`config.mk`:
```
export PLATFORM = sky130hd
export DESIGN_NAME = reorder_buffer_flat
export DESIGN_NICKNAME = d
export VERILOG_FILES = /design/src/rtl/rob_pkg.sv /design/src/rtl/reorder_buffer_if.sv /design/src/rtl/reorder_buffer.sv /design/src/flat_wrapper.sv
export SDC_FILE = /design/constraint.sdc
export NUM_CORES = 1
export LEC_CHECK = 0
export BUFFER_PORTS_ARGS = -buffer_cell sky130_fd_sc_hd__buf_2
export CORE_ASPECT_RATIO = 0.75
export CORE_UTILIZATION = 50
export CTS_CLUSTER_SIZE = 40
export DETAILED_ROUTE_END_ITERATION = 10
export PLACE_DENSITY_LB_ADDON = 0.1
export SLEW_MARGIN = 20
export SYNTH_ARGS = -nofsm -noshare
export SYNTH_HDL_FRONTEND = slang
export SYNTH_SLANG_ARGS = --single-unit
```
`constraint.sdc`:
```
create_clock -name clk -period 3.25 [get_ports clk]
set_input_delay 0.65 -clock clk [delete_from_list [all_inputs] [get_ports clk]]
set_output_delay 0.65 -clock clk [all_outputs]
set_load 0.05 [all_outputs]
```
`src/rtl/rob_pkg.sv`:
```
// Shared types and widths for the reorder buffer: entry payload, commit FSM
// state encoding and register-file index/data widths.
package rob_pkg;

   localparam int unsigned DATA_W    = 32;
   localparam int unsigned REG_IDX_W = 5;
   localparam logic [REG_IDX_W-1:0] REG_ZERO = 5'd0;

   typedef enum logic {
      CMT_IDLE = 1'b0,
      CMT_GAP  = 1'b1
   } cmt_state_t;

   typedef struct packed {
      logic                 valid;
      logic                 ready;
      logic [REG_IDX_W-1:0] dest;
      logic [DATA_W-1:0]    data;
   } rob_entry_t;

endpackage

```
`src/rtl/reorder_buffer_if.sv`:
```
// Issue/CDB channel into the reorder buffer.
//   alloc_valid/alloc_dest : issue requests an entry for destination alloc_dest
//   alloc_ready/alloc_tag  : entry available, tag granted (tail pointer index)
//   cdb_valid/tag/data     : result broadcast for entry cdb_tag
// master = issue/execute side, slave = reorder buffer.
interface reorder_buffer_if #(
   parameter int unsigned DEPTH = 8
);
   import rob_pkg::*;

   localparam int unsigned TAG_W = $clog2(DEPTH);

   logic                 alloc_valid;
   logic                 alloc_ready;
   logic [REG_IDX_W-1:0] alloc_dest;
   logic [TAG_W-1:0]     alloc_tag;
   logic                 cdb_valid;
   logic [TAG_W-1:0]     cdb_tag;
   logic [DATA_W-1:0]    cdb_data;

   modport master (
      output alloc_valid, alloc_dest, cdb_valid, cdb_tag, cdb_data,
      input  alloc_ready, alloc_tag
   );

   modport slave (
      input  alloc_valid, alloc_dest, cdb_valid, cdb_tag, cdb_data,
      output alloc_ready, alloc_tag
   );

endinterface

```
`src/rtl/reorder_buffer.sv`:
```
// In-order retirement buffer between issue and the register file.
// Allocates one tagged entry per issued instruction, captures CDB results and
// retires in program order as single-cycle write pulses to regfile.
// Ports:
//   clk, rst_n          : clock, asynchronous active-low reset
//   rob (slave)         : allocate + CDB channel (see reorder_buffer_if)
//   flush               : discard all entries (mispredict)
//   ROBwriteEnable/Index/Data : regfile write port, one-cycle pulses
//   count, empty, full  : registered occupancy
module reorder_buffer
   import rob_pkg::*;
#(
   parameter  int unsigned DEPTH = 8,
   localparam int unsigned TAG_W = $clog2(DEPTH)
) (
   input  logic                 clk,
   input  logic                 rst_n,
   reorder_buffer_if.slave      rob,
   input  logic                 flush,
   output logic                 ROBwriteEnable,
   output logic [REG_IDX_W-1:0] ROBwriteIndex,
   output logic [DATA_W-1:0]    ROBwriteData,
   output logic [TAG_W:0]       count,
   output logic                 empty,
   output logic                 full
);

   localparam int unsigned PTR_W = TAG_W + 1;

   rob_entry_t           entries [DEPTH];
   logic [PTR_W-1:0]     head, tail, head_next, tail_next;
   logic [PTR_W-1:0]     count_next;
   logic                 full_next, empty_next;
   logic [TAG_W-1:0]     head_idx, tail_idx;
   rob_entry_t           head_entry;
   cmt_state_t           state, state_next;
   logic                 alloc_fire;
   logic                 retire;
   logic                 retire_pulse;
   logic                 we_next;
   logic [REG_IDX_W-1:0] idx_next;
   logic [DATA_W-1:0]    data_next;
   logic                 alloc_ready_q;

   assign head_idx      = head[TAG_W-1:0];
   assign tail_idx      = tail[TAG_W-1:0];
   assign head_entry    = entries[head_idx];
   assign rob.alloc_tag = tail_idx;
   assign rob.alloc_ready = alloc_ready_q;
   assign alloc_fire    = rob.alloc_valid && alloc_ready_q;

   // Commit FSM: state register
   always_ff @(posedge clk or negedge rst_n) begin
      if (!rst_n) state <= CMT_IDLE;
      else        state <= state_next;
   end

   // Commit FSM: next state and retire decision; flush overrides everything
   always_comb begin
      state_next   = state;
      retire       = 1'b0;
      retire_pulse = 1'b0;
      case (state)
         CMT_IDLE: begin
            if (head_entry.valid && head_entry.ready) begin
               retire = 1'b1;
               // x0 destinations free silently and stay idle
               if (head_entry.dest != REG_ZERO) begin
                  retire_pulse = 1'b1;
                  state_next   = CMT_GAP;
               end
            end
         end
         CMT_GAP: state_next = CMT_IDLE;
      endcase
      if (flush) begin
         state_next   = CMT_IDLE;
         retire       = 1'b0;
         retire_pulse = 1'b0;
      end
   end

   // Commit FSM: output decode; index/data hold between pulses
   always_comb begin
      we_next   = 1'b0;
      idx_next  = ROBwriteIndex;
      data_next = ROBwriteData;
      if (retire_pulse) begin
         we_next   = 1'b1;
         idx_next  = head_entry.dest;
         data_next = head_entry.data;
      end
   end

   // Regfile write port registers
   always_ff @(posedge clk or negedge rst_n) begin
      if (!rst_n) begin
         ROBwriteEnable <= 1'b0;
         ROBwriteIndex  <= '0;
         ROBwriteData   <= '0;
      end else begin
         ROBwriteEnable <= we_next;
         ROBwriteIndex  <= idx_next;
         ROBwriteData   <= data_next;
      end
   end

   // Pointer and occupancy next values
   always_comb begin
      head_next = head + PTR_W'(retire);
      tail_next = tail + PTR_W'(alloc_fire);
      if (flush) begin
         head_next = '0;
         tail_next = '0;
      end
      count_next = tail_next - head_next;
      empty_next = (head_next == tail_next);
      full_next  = (head_next[TAG_W-1:0] == tail_next[TAG_W-1:0]) &&
                   (head_next[TAG_W] != tail_next[TAG_W]);
   end

   always_ff @(posedge clk or negedge rst_n) begin
      if (!rst_n) begin
         head          <= '0;
         tail          <= '0;
         count         <= '0;
         empty         <= 1'b1;
         full          <= 1'b0;
         alloc_ready_q <= 1'b1;
      end else begin
         head          <= head_next;
         tail          <= tail_next;
         count         <= count_next;
         empty         <= empty_next;
         full          <= full_next;
         alloc_ready_q <= !full_next;
      end
   end

   // Entry storage: CDB capture, retire free, allocate (flush clears valids)
   always_ff @(posedge clk or negedge rst_n) begin
      if (!rst_n) begin
         for (int unsigned i = 0; i < DEPTH; i++) entries[i] <= '0;
      end else if (flush) begin
         for (int unsigned i = 0; i < DEPTH; i++) entries[i].valid <= 1'b0;
      end else begin
         if (rob.cdb_valid && entries[rob.cdb_tag].valid &&
             !entries[rob.cdb_tag].ready) begin
            entries[rob.cdb_tag].ready <= 1'b1;
            entries[rob.cdb_tag].data  <= rob.cdb_data;
         end
         if (retire) begin
            entries[head_idx].valid <= 1'b0;
            entries[head_idx].ready <= 1'b0;
         end
         if (alloc_fire) begin
            entries[tail_idx].valid <= 1'b1;
            entries[tail_idx].ready <= 1'b0;
            entries[tail_idx].dest  <= rob.alloc_dest;
         end
      end
   end

endmodule

```
`src/flat_wrapper.sv`:
```
// flat-port wrapper written by rule: the top's interface ports become plain ports
module reorder_buffer_flat import rob_pkg::*;
#(
   parameter  int unsigned DEPTH = 8,
   localparam int unsigned TAG_W = $clog2(DEPTH)
)
  (clk, rst_n, flush, ROBwriteEnable, ROBwriteIndex, ROBwriteData, count, empty, full, rob_alloc_valid, rob_alloc_dest, rob_cdb_valid, rob_cdb_tag, rob_cdb_data, rob_alloc_ready, rob_alloc_tag);
  reorder_buffer_if #(.DEPTH(DEPTH)) rob_i ();
  input  logic clk;
  input  logic rst_n;
  input  logic flush;
  output logic ROBwriteEnable;
  output logic [REG_IDX_W-1:0] ROBwriteIndex;
  output logic [DATA_W-1:0] ROBwriteData;
  output logic [TAG_W:0] count;
  output logic empty;
  output logic full;
  input wire logic [$bits(rob_i.alloc_valid)-1:0] rob_alloc_valid;
  input wire logic [$bits(rob_i.alloc_dest)-1:0] rob_alloc_dest;
  input wire logic [$bits(rob_i.cdb_valid)-1:0] rob_cdb_valid;
  input wire logic [$bits(rob_i.cdb_tag)-1:0] rob_cdb_tag;
  input wire logic [$bits(rob_i.cdb_data)-1:0] rob_cdb_data;
  output wire logic [$bits(rob_i.alloc_ready)-1:0] rob_alloc_ready;
  output wire logic [$bits(rob_i.alloc_tag)-1:0] rob_alloc_tag;
  assign rob_i.alloc_valid = rob_alloc_valid;
  assign rob_i.alloc_dest = rob_alloc_dest;
  assign rob_i.cdb_valid = rob_cdb_valid;
  assign rob_i.cdb_tag = rob_cdb_tag;
  assign rob_i.cdb_data = rob_cdb_data;
  assign rob_alloc_ready = rob_i.alloc_ready;
  assign rob_alloc_tag = rob_i.alloc_tag;
  reorder_buffer #(.DEPTH(DEPTH)) u_core (.clk(clk), .rst_n(rst_n), .rob(rob_i), .flush(flush), .ROBwriteEnable(ROBwriteEnable), .ROBwriteIndex(ROBwriteIndex), .ROBwriteData(ROBwriteData), .count(count), .empty(empty), .full(full));
endmodule
```
==> metrics.md, run 1 <==
| Metric | Value |
|---|---|
| Status | complete, no violations |
| CP Data Arrival Time | 3380 ps |
| Share of layout cells above drive strength 1 | 0.331 |
| Net Count, Synth | 1259 |
| Setup_tns | 0 ps |
| Slew HR | 0.458 |
| GR Util All Layers | 0.256 |
| Worst-path clk slew | 60 ps |
| Max Transition Viols Final | 0 |
| Setup crit end kind | flop |
| Worst vdd ir | 0.350 mV |
| Post-CTS setup buffers | 0 |
| Skew-Pair Late Insertion Delay | 530 ps |
| Initial Util | 0.514 |
| Worst Setup Slack post-DPL | 352 ps |
| Final-report setup violation count | 0 |
| First-pass GRT wire length | 66.4 mm |
| Net Sw Power | 2.63 mW |
| Async set or reset register ratio after synthesis | 1.00 |
| Crit Path Category | flop to flop |
| Minimum clock period | 2930 ps |
| Worst min path class | input pin to asynchronous set/reset pin |
| Drt wl/cell | 23.4 um |
| Post-route clock skew | 13.9 ps |
| Delay-heaviest family, CP | adder cells |
| Number of synthesis warnings | 0 |
| Total congestion overflow | 0 |
| # hold bufs at CTS | 0 |
| Root Buffer | clkbuf_16 |
| Leakage | 9.76 nW |
| DR pass1 iterations | 5 |
| Post-synthesis sequential area ratio | 0.543 |
| Most frequent CP cell | ha_1 |
| Met2 wire length | 18.3 mm |
| Remaining antenna violation count | 0 |
| Non-Filler Instances | 1781 |
| Clk network pwr share | 0.416 |
| Max-cap viol count | 0 |
| RSZ-0062 raised after global routing | no |
| Post-Syn Area | 16800 um2 |
| Post-synth EDFFs | 0 |
| PwrDens | 544 nW/um2 |
| Post-synthesis cell count | 1206 |
| Die area | 34400 um2 |
| CP max stage cell | mux4_2 |
| Num ports | 93 |
| Pin count of the biggest net entering global routing | 72 |
| Vias in the first global route | 10.9k |
| Distinct cells, synth | 60 |
| CP cell instances | mux4_2 -> nand4_1 -> and2_1 -> inv_2 -> ha_1 -> ha_1 -> nand2_1 -> ha_1 -> a21o_1 -> a21oi_1 -> xnor2_1 |
| Period utilization | 0.902 |
| Mean Syn Cell Area | 13.9 um2 |
| Switching share of power | 0.251 |
| CTS tree | yes |
| Standard-cell row count | 57 |
| CTS Buffer Depth | 3 |
| M1 wire length | 20.2 mm |
| Fmax | 0.341 GHz |
| Number of CTS-inserted buffers | 38 |
| HPWL after detailed placement | 25.6 mm |
| GP Congestion | 0.835 |
| Core area | 32700 um2 |
| Int Power | 7.83 mW |
| Largest stage delay on the critical path | 540 ps |
| Port Buffer Count | 92 |
| Reg area | 9150 um2 |
| DR top layer | met5 |
| Crit path launch type | flop |
| Hold Vio Cnt, Final | 0 |
| WL met3 | 2.30 mm |
| Routed wire length | 41.7 mm |
| # H-tree levels | 2 |
| Logic pwr share | 0.108 |
| Buf+Inv Stages, Crit Path | 1 |
| Die width | 214 um |
| Main synth FF type | dfrtp_1 |
| Worst Path Max Fanout | 9 |
| Post-route DRC | 0 |
| Pwr Total | 10.5 mW |
| Initial antenna violation count | 5 |
| Post-CTS Resized | 0 |
| Nets | 1362 |
| Reg power frac | 0.476 |
| # fillers | 2638 |
| Worst Path Required | 3700 ps |
| Register bit total from synthesis | 365 |
| Setup slack after layout | 319 ps |
| Area Overhead vs Synth | 14.3% |
| Slew @ Worst Pin | 810 ps |
| DR vias/cell | 5.81 |
| Placed Cells | 1711 |
| Detailed Route Iter0 Violations | 872 |
| Multi-input gate area | 7180 um2 |
| Via count | 10.3k |
| Die Y | 161 um |
| Clock sinks | 365 |
==> cells in the mapped netlist, types with 12 or more instances <==
| cell | count | area, um2 |
|---|---|---|
| a221oi_1 | 36 | 315 |
| buf_2 | 24 | 120 |
| clkbuf_1 | 30 | 113 |
| dfrtp_1 | 363 | 9080 |
| inv_1 | 23 | 86.3 |
| mux2_1 | 147 | 1660 |
| mux2_2 | 105 | 1180 |
| mux2_4 | 79 | 1190 |
| mux2i_1 | 16 | 160 |
| mux4_2 | 41 | 923 |
| nand2_1 | 144 | 541 |
| nand3_1 | 12 | 60.1 |
| nor2_1 | 34 | 128 |
==> path summary, 6_finish.rpt <==
| check | startpoint | endpoint | slack, ps | cells past startpoint |
|---|---|---|---|---|
| setup reg to reg | u_core.head[0] | u_core.count[3] | 320 | 11 |
| min in group clk | rob_cdb_data[9] | u_core.entries[282] | 400 | 3 |
| hold / removal | rst_n | u_core.full | 110 | 1 |
| hold reg to reg | u_core.entries[294] | u_core.entries[294] | 470 | 2 |
| max in group asynchronous | rst_n | u_core.ROBwriteData[3] | 2340 | 2 |
| setup / recovery | u_core.head[0] | u_core.count[3] | 320 | 11 |
==> stage by stage <==
step                      cell area (um2)  utilization  hold WS (ps)
final                               19200        0.587           106
after global routing                19200        0.587           143
after CTS                           19200        0.587           107
after detailed placement            18000        0.549           455
after global placement              18000        0.549           454
after floorplan                     16800            -           354
==> power groups by stage <==
stage          clock (mW)  combinational [mW]  sequential, mW
2_1_floorplan           0               0.571            5.20
3_3_place_gp            0                1.12            5.05
3_5_place_dp            0                1.14            5.05
4_1_cts              4.46                1.14            4.97
5_1_grt              4.64                1.25            5.00
6_report             4.35                1.13            4.97
==> cells by family after synthesis <==
logic type | count (synthesis) | synth area share
xor gates and xnor gates | 8 | 0.00417
DFF | 365 | 0.543
buffers and inverters | 103 | 0.0315
muxes | 390 | 0.306
adders and majority gates | 8 | 0.00640
and+or+nand+nor | 224 | 0.0564
AOI/OAI and AO/OA | 108 | 0.0519
==> flip-flops by register name, indices dropped and copies added (netlist names) <==
| name | count |
|---|---|
| u_core.tail | 4 |
| u_core.empty | 1 |
| u_core.ROBwriteData | 32 |
| u_core.full | 1 |
| u_core.count | 4 |
| u_core.entries | 312 |
| u_core.rob.alloc_ready | 1 |
| u_core.ROBwriteIndex | 5 |
| u_core.head | 4 |
| u_core.ROBwriteEnable | 1 |
==> layer usage <==
layer,vias to the layer above,global-route usage
li1,4597,-
met1,5393,0.392
met2,281,0.377
met3,66,0.0493
met4,4,0.0588
met5,-,0
==> layout by cell type (no fill, tap or decap), types with 5 or more instances in the layout <==
cell	synthesis	routed
ha_1	7	7
nand2_1	144	144
clkbuf_16	0	39
nor2b_1	5	5
inv_1	23	23
mux2_4	79	79
buf_12	0	14
buf_2	24	91
mux4_2	41	41
o22ai_1	9	9
o21ai_0	6	6
o221ai_1	5	5
nand3_1	12	12
a22oi_1	11	11
a21oi_1	7	6
dfrtp_1	363	360
nor3_1	8	8
clkbuf_8	0	5
clkinv_2	0	7
mux2_1	147	147
mux2_2	105	105
buf_4	8	34
mux2i_1	16	16
nor2_1	34	33
clkbuf_1	30	10
a221oi_1	36	36
==> final cells by class <==
cell class / count / share of cell area
diodes: 3 / 0.000390
clock buffers: 54 / 0.0563
clock inverters: 13 / 0.00774
inverters: 26 / 0.00508
multi-input cells: 738 / 0.374
flip-flops and latches: 365 / 0.476
well taps: 442 / 0.0288
repair buffers: 140 / 0.0523
No activity file was read; power rests on OpenSTA's default activity.
==> run 2: changes to the inputs <==
- BUFFER_PORTS_ARGS: -buffer_cell sky130_fd_sc_hd__buf_2 -> not set
- DONT_BUFFER_PORTS: not set -> 1
- clock period: 3.25 -> 3.1 ns (I/O delays scaled with it)
==> run 2 against run 1 <==
  * Clock power increased by 2%
  * Highest routed layer is now met4
  * Sequential share of layout area increased by 1.5 points
  * The flow now finishes with violations (hold timing)
  * Utilization decreased by 1.8 points
  * Critical path depth unchanged
  * Largest cell class unchanged
==> metrics.md, run 2 (synthesis gave the netlist of run 1 again) <==
| Metric | Value |
|---|---|
| Reg2Reg Setup Slack | 200 ps (-120 ps) |
| Final-report setup violation count | 0 (unchanged) |
| Share of layout cells above drive strength 1 | 0.283 (-0.0480) |
| Hold_ws | -202 ps (-308 ps) |
| Worst min path class | input pin to asynchronous set/reset pin |
| CTS tree | yes |
| Int Power | 7.99 mW (+1.9%) |
| Remaining antenna violation count | 0 (unchanged) |
| Non-Filler Instances | 1683 (-5.5%) |
| Worst Path Max Fanout | 8 (-1) |
| Area Overhead vs Synth | 10.9% |
| Reg2Reg Capture Point | u_core.count[3] |
| Hold Vio Cnt, Final | 230 (+230) |
| Worst reg2reg path depth | 11 (unchanged) |
| Net Sw Power | 2.60 mW (-1.0%) |
| Total congestion overflow | 0 (unchanged) |
| Die area | 34400 um2 (unchanged) |
| Post-CTS setup buffers | 0 (unchanged) |
| DR vias/cell | 5.89 (+1.4%) |
| Ant diodes | 0 (-3) |
| Fmax | 0.345 GHz (+1.2%) |
| Largest stage delay on the critical path | 530 ps (about the same) |
| Nets | 1268 (-6.9%) |
| Slew HR | 0.200 (-0.257) |
| HPWL after detailed placement | 23.9 mm (-6.8%) |
| Post-CTS Resized | 0 (unchanged) |
| Period utilization | 0.934 (+0.0327) |
| CP max stage cell | mux4_2 |
| CP Data Arrival Time | 3340 ps (-40 ps) |
| Vias in the first global route | 10.5k (-3.8%) |
| Most frequent CP cell | ha_1 |
| Placement Cell Area | 17500 um2 (-2.9%) |
| Slew @ Worst Pin | 1200 ps (+389 ps) |
| Worst flop-to-flop path startpoint | u_core.head[0] |
| Worst Path Required | 3550 ps (-150 ps) |
| Leakage | 9.30 nW (-4.7%) |
| RSZ-0062 raised after global routing | no |
| Clock sinks | 365 (unchanged) |
| Failing checks | hold timing |
| Worst-path clk slew | 60 ps (about the same) |
| Crit Path Category | flop to flop |
| Pin count of the biggest net entering global routing | 366 (+410%) |
| Minimum clock period | 2900 ps (-33.9 ps) |
| Root Buffer | clkbuf_16 |
| Drt wl/cell | 24.2 um (+3.6%) |
| Setup_tns | 0 ps (unchanged) |
| Core area | 32700 um2 (unchanged) |
| Crit path launch type | flop |
| Port Buffer Count | 0 (-100%) |
| Skew-Pair Late Insertion Delay | 540 ps (about the same) |
| Max reg flops | 312 (unchanged) |
| Switching share of power | 0.246 (-0.00549) |
| CTS Buffer Depth | 3 (unchanged) |
| GR Util All Layers | 0.250 (-0.00633) |
| Die width | 214 um (unchanged) |
| Standard-cell row count | 57 (unchanged) |
| Logic pwr share | 0.069 (-0.039) |
| GP Congestion | 0.834 (about the same) |
| Fin area | 18600 um2 (-3.0%) |
| Die Y | 161 um (unchanged) |
| Status | finished, violations left |
| Top Registers | u_core.entries (312), u_core.ROBwriteData (32), u_core.ROBwriteIndex (5) |
| Max-cap viol count | 0 (unchanged) |
| Initial antenna violation count | 0 (-5) |
| Initial Util | 0.514 (unchanged) |
| Number of CTS-inserted buffers | 37 (-2.6%) |
| Via count | 9913 (-4.1%) |
| Highest-count cells in the layout ignoring fill and taps | dfrtp_1 (360), mux2_1 (147), nand2_1 (144) |
| Reg power frac | 0.512 (+0.036) |
| Max Transition Viols Final | 0 (unchanged) |
| Clk network pwr share | 0.419 (+0.003) |
| DR pass1 iterations | 5 (unchanged) |
| Worst Setup Slack post-DPL | 245 ps (-107 ps) |
| Largest reg by FF count | u_core.entries |
| PwrDens | 568 nW/um2 (+4.3%) |
| Post-route DRC | 0 (unchanged) |
| # H-tree levels | 2 (unchanged) |
| CP cell instances | mux4_2 -> nand4_1 -> and2_1 -> inv_2 -> ha_1 -> ha_1 -> nand2_1 -> ha_1 -> a21o_1 -> a21oi_1 -> xnor2_1 |
| Routed wire length | 40.8 mm (-2.1%) |
| First-pass GRT wire length | 64.9 mm (-2.3%) |
| Commonest non-fill, non-tap cell in the layout | dfrtp_1 |
| Setup slack after layout | 203 ps (-116 ps) |
| Num ports | 93 (unchanged) |
| Placed Cells | 1618 (-5.4%) |
| Setup crit end kind | flop |
| Post-route clock skew | 20.4 ps (+6.50 ps) |
| Worst vdd ir | 0.380 mV (+8.3%) |
| Detailed Route Iter0 Violations | 720 (-17%) |
run 2: area by class of cell:
class	instances	area, um2
tap	442	553
sequential	365	9150
fill	2607	14100
multi-input combinational	738	7180
inverter	26	97.6
timing repair buffer	47	478
clock inverter	14	110
clock buffer	51	1080
run 2: how the worst max path moves through the flow:
stage / from / endpoint / slack [ps] / depth (start not counted)
floorplan: u_core.head[0] / u_core.count[3] / 260 / 13
global route: u_core.head[0] / u_core.count[3] / 40 / 11
detailed placement: u_core.head[0] / u_core.count[3] / 240 / 11
global placement: u_core.head[0] / u_core.count[3] / 300 / 11
CTS: u_core.head[0] / u_core.count[3] / 220 / 11
finish: u_core.head[0] / u_core.count[3] / 200 / 11
run 2: power groups by stage:
stage / Combinational [mW] / Sequential (mW) / Clock [mW]
final: 0.728 / 5.43 / 4.43
after CTS: 0.729 / 5.42 / 4.53
after global routing: 0.811 / 5.46 / 4.71
after detailed placement: 0.726 / 5.51 / 0
after global placement: 0.709 / 5.50 / 0
after floorplan: 0.598 / 5.46 / 0
run 2: through the flow:
step / util / total power [mW]
finish: 0.570 / 10.6
global route: 0.570 / 11.0
CTS: 0.570 / 10.7
detailed placement: 0.533 / 6.24
global placement: 0.533 / 6.21
floorplan: - / 6.05
run 2: per-layer routing:
metal	vias up	track usage	routed length, um
met1	5209	0.385	19900
met2	251	0.366	17900
li1	4403	-	-
met5	-	0	0
met3	50	0.0465	2390
met4	0	0.0558	649
run 2: critical path, delay by kind of cell (launching register included):
family                     cells  cell delay, ps
AOI/OAI and AO/OA              2             340
DFF                            1             490
buffers and inverters          1              70
and+or+nand+nor                3             460
adders and majority gates      3             790
muxes                          1             530
xor gates and xnor gates       1             140
==> run 3: changes to the inputs <==
- SLEW_MARGIN: 20 -> not set
- clock period: 3.1 -> 3.4 ns (I/O delays scaled with it)
==> run 3 against run 2 <==
  * The run still ends with hold timing left
  * Hold slack gained 65 ps
  * Utilization down 0.27 points
  * Largest cell class unchanged
  * First-iteration DRC count increased by 23%
  * Critical path type unchanged
==> metrics.md, run 3 (synthesis gave the netlist of run 1 again) <==
| Metric | Value |
|---|---|
| Setup slack after layout | 521 ps (+317 ps) |
| Die width | 214 um (unchanged) |
| Final-report setup violation count | 0 (unchanged) |
| Max reg flops | 312 (unchanged) |
| Die area | 34400 um2 (unchanged) |
| Total congestion overflow | 0 (unchanged) |
| Max Transition Viols Final | 0 (unchanged) |
| PwrDens | 524 nW/um2 (-7.6%) |
| Worst vdd ir | 0.342 mV (-10%) |
| Leakage | 9.25 nW (-0.57%) |
| Fmax | 0.347 GHz (+0.61%) |
| Worst Setup Slack post-DPL | 533 ps (+288 ps) |
| Largest reg by FF count | u_core.entries |
| Drt wl/cell | 24.6 um (+1.5%) |
| Crit path launch | u_core.head[1] |
| GP Congestion | 0.848 (+1.6%) |
| Crit path launch type | flop |
| Initial antenna violation count | 2 (+2) |
| Remaining antenna violation count | 0 (unchanged) |
| Hold_ws | -137 ps (+65.2 ps) |
| Reg area | 9150 um2 (unchanged) |
| Pin count of the biggest net entering global routing | 366 (unchanged) |
| Worst reg2reg path depth | 11 (unchanged) |
| Top Registers | u_core.entries (312), u_core.ROBwriteData (32), u_core.ROBwriteIndex (5) |
| Failing checks | hold timing |
| Slew HR | 0.165 (-0.0351) |
| Multi-input gate area | 7180 um2 (about the same) |
| Commonest non-fill, non-tap cell in the layout | dfrtp_1 |
| Setup crit end kind | flop |
| Highest-count cells in the layout ignoring fill and taps | dfrtp_1 (360), mux2_1 (147), nand2_1 (144) |
| Worst Path Required | 3850 ps (+300 ps) |
| CP Data Arrival Time | 3330 ps (about the same) |
| Reg power frac | 0.510 (-0.002) |
| Crit Path Category | flop to flop |
| Slew @ Worst Pin | 1250 ps (+48.0 ps) |
| Hold Vio Cnt, Final | 107 (-53%) |
| Worst min path class | input pin to asynchronous set/reset pin |
| Num ports | 93 (unchanged) |
| Post-CTS Resized | 0 (unchanged) |
| Period utilization | 0.847 (-0.0876) |
| RSZ-0062 raised after global routing | no |
| Placement Cell Area | 17300 um2 (-0.69%) |
| Setup_tns | 0 ps (unchanged) |
| Clock sinks | 365 (unchanged) |
| Post-CTS setup buffers | 0 (unchanged) |
| Post-route clock skew | 16.6 ps (-3.79 ps) |
| Layout Utilization | 0.567 (-0.00268) |
| Worst-path clk slew | 70 ps (about the same) |
| Via count | 9945 (+0.32%) |
| Standard-cell row count | 57 (unchanged) |
| Worst flop-to-flop path startpoint | u_core.head[1] |
| Max-cap viol count | 0 (unchanged) |
| Post-route DRC | 0 (unchanged) |
| Detailed Route Iter0 Violations | 884 (+23%) |
| Status | finished, violations left |
| Nets | 1258 (-0.79%) |
| Net Sw Power | 2.34 mW (-9.9%) |
| Initial Util | 0.514 (unchanged) |
| Share of layout cells above drive strength 1 | 0.273 (-0.00989) |
| CTS Buffer Depth | 3 (unchanged) |
| # fillers | 2683 (+2.9%) |
| # H-tree levels | 2 (unchanged) |
| Switching share of power | 0.241 (-0.00495) |
| Skew-Pair Late Insertion Delay | 540 ps (about the same) |
| Non-Filler Instances | 1673 (-0.59%) |
| HPWL after detailed placement | 24.2 mm (+1.6%) |
| Fin area | 18600 um2 (-0.47%) |
| Routed wire length | 41.2 mm (+0.92%) |
| Port Buffer Count | 0 (unchanged) |
| Logic pwr share | 0.066 (-0.003) |
| Root Buffer | clkbuf_16 |
| Ant diodes | 0 (unchanged) |
| First-pass GRT wire length | 65.0 mm (about the same) |
| Area Overhead vs Synth | 10.4% |
| Worst Path Max Fanout | 23 (+15) |
| Clk network pwr share | 0.424 (+0.005) |
| Core area | 32700 um2 (unchanged) |
| Placed Cells | 1607 (-0.68%) |
| Minimum clock period | 2880 ps (-17.5 ps) |
| DR pass1 iterations | 5 (unchanged) |
| CTS tree | yes |
| GR Util All Layers | 0.252 (+0.00169) |
| Number of CTS-inserted buffers | 38 (+2.7%) |
| Vias in the first global route | 10.4k (-0.20%) |
| Int Power | 7.39 mW (-7.5%) |
| DR vias/cell | 5.94 (+0.92%) |
| Die Y | 161 um (unchanged) |
run 3: cell types whose count changed in the layout (fill, tap and decap cells not counted):
cell        previous run  this run
clkinv_2               8         3
clkbuf_8               6        11
clkbuf_1               6        10
clkinvlp_4             3         1
nor2_1                33        34
buf_4                 37        29
clkinv_4               1         0
nor2_2                 1         0
buf_12                10         7
run 3: area by class of cell:
cell class | count | area share
Timing Repair Buffer | 36 | 0.0193
Multi-Input combinational cell | 738 | 0.387
Sequential cell | 365 | 0.493
Inverter | 26 | 0.00526
Clock inverter | 6 | 0.00330
Tap cell | 442 | 0.0298
Clock buffer | 60 | 0.0628
run 3: layer usage:
layer	vias to the layer above	GRT usage	part of all wire
met3	61	0.0463	0.052
met4	0	0.0640	0.021
met5	-	0	0
met2	245	0.371	0.44
met1	5267	0.383	0.48
li1	4372	-	-
run 3: power by group through the flow:
stage,Sequential [mW],Clock (mW),Combinational (mW)
floorplan,4.97,0,0.545
global placement,5.04,0,0.621
detailed placement,5.04,0,0.637
CTS,4.96,4.23,0.641
global route,5.00,4.39,0.705
finish,4.97,4.13,0.638
run 3: metrics by stage:
step                      hold slack [ps]  power [mW]
after floorplan                       384        5.52
after global routing                 -162        10.1
final                                -137        9.73
after detailed placement              401        5.68
after CTS                            -165        9.84
after global placement                396        5.66
run 3: final timing paths:
kind	to	slack, ps
max in group asynchronous	u_core.head[0]	2430
min in group clk	u_core.head[0]	230
worst min register to register	u_core.entries[273]	480
worst min-delay path	u_core.entries[186]	-140
worst max register to register	u_core.count[3]	520
worst max-delay path	u_core.count[3]	520
run 3: worst max-delay path: stages, from the launching register on:
cell	delay (ps)
dfrtp_4	650
mux4_2	380
nand4_1	170
and2_1	190
inv_2	70
ha_1	210
ha_1	270
nand2_1	70
ha_1	300
a21o_1	170
a21oi_1	180
xnor2_1	140
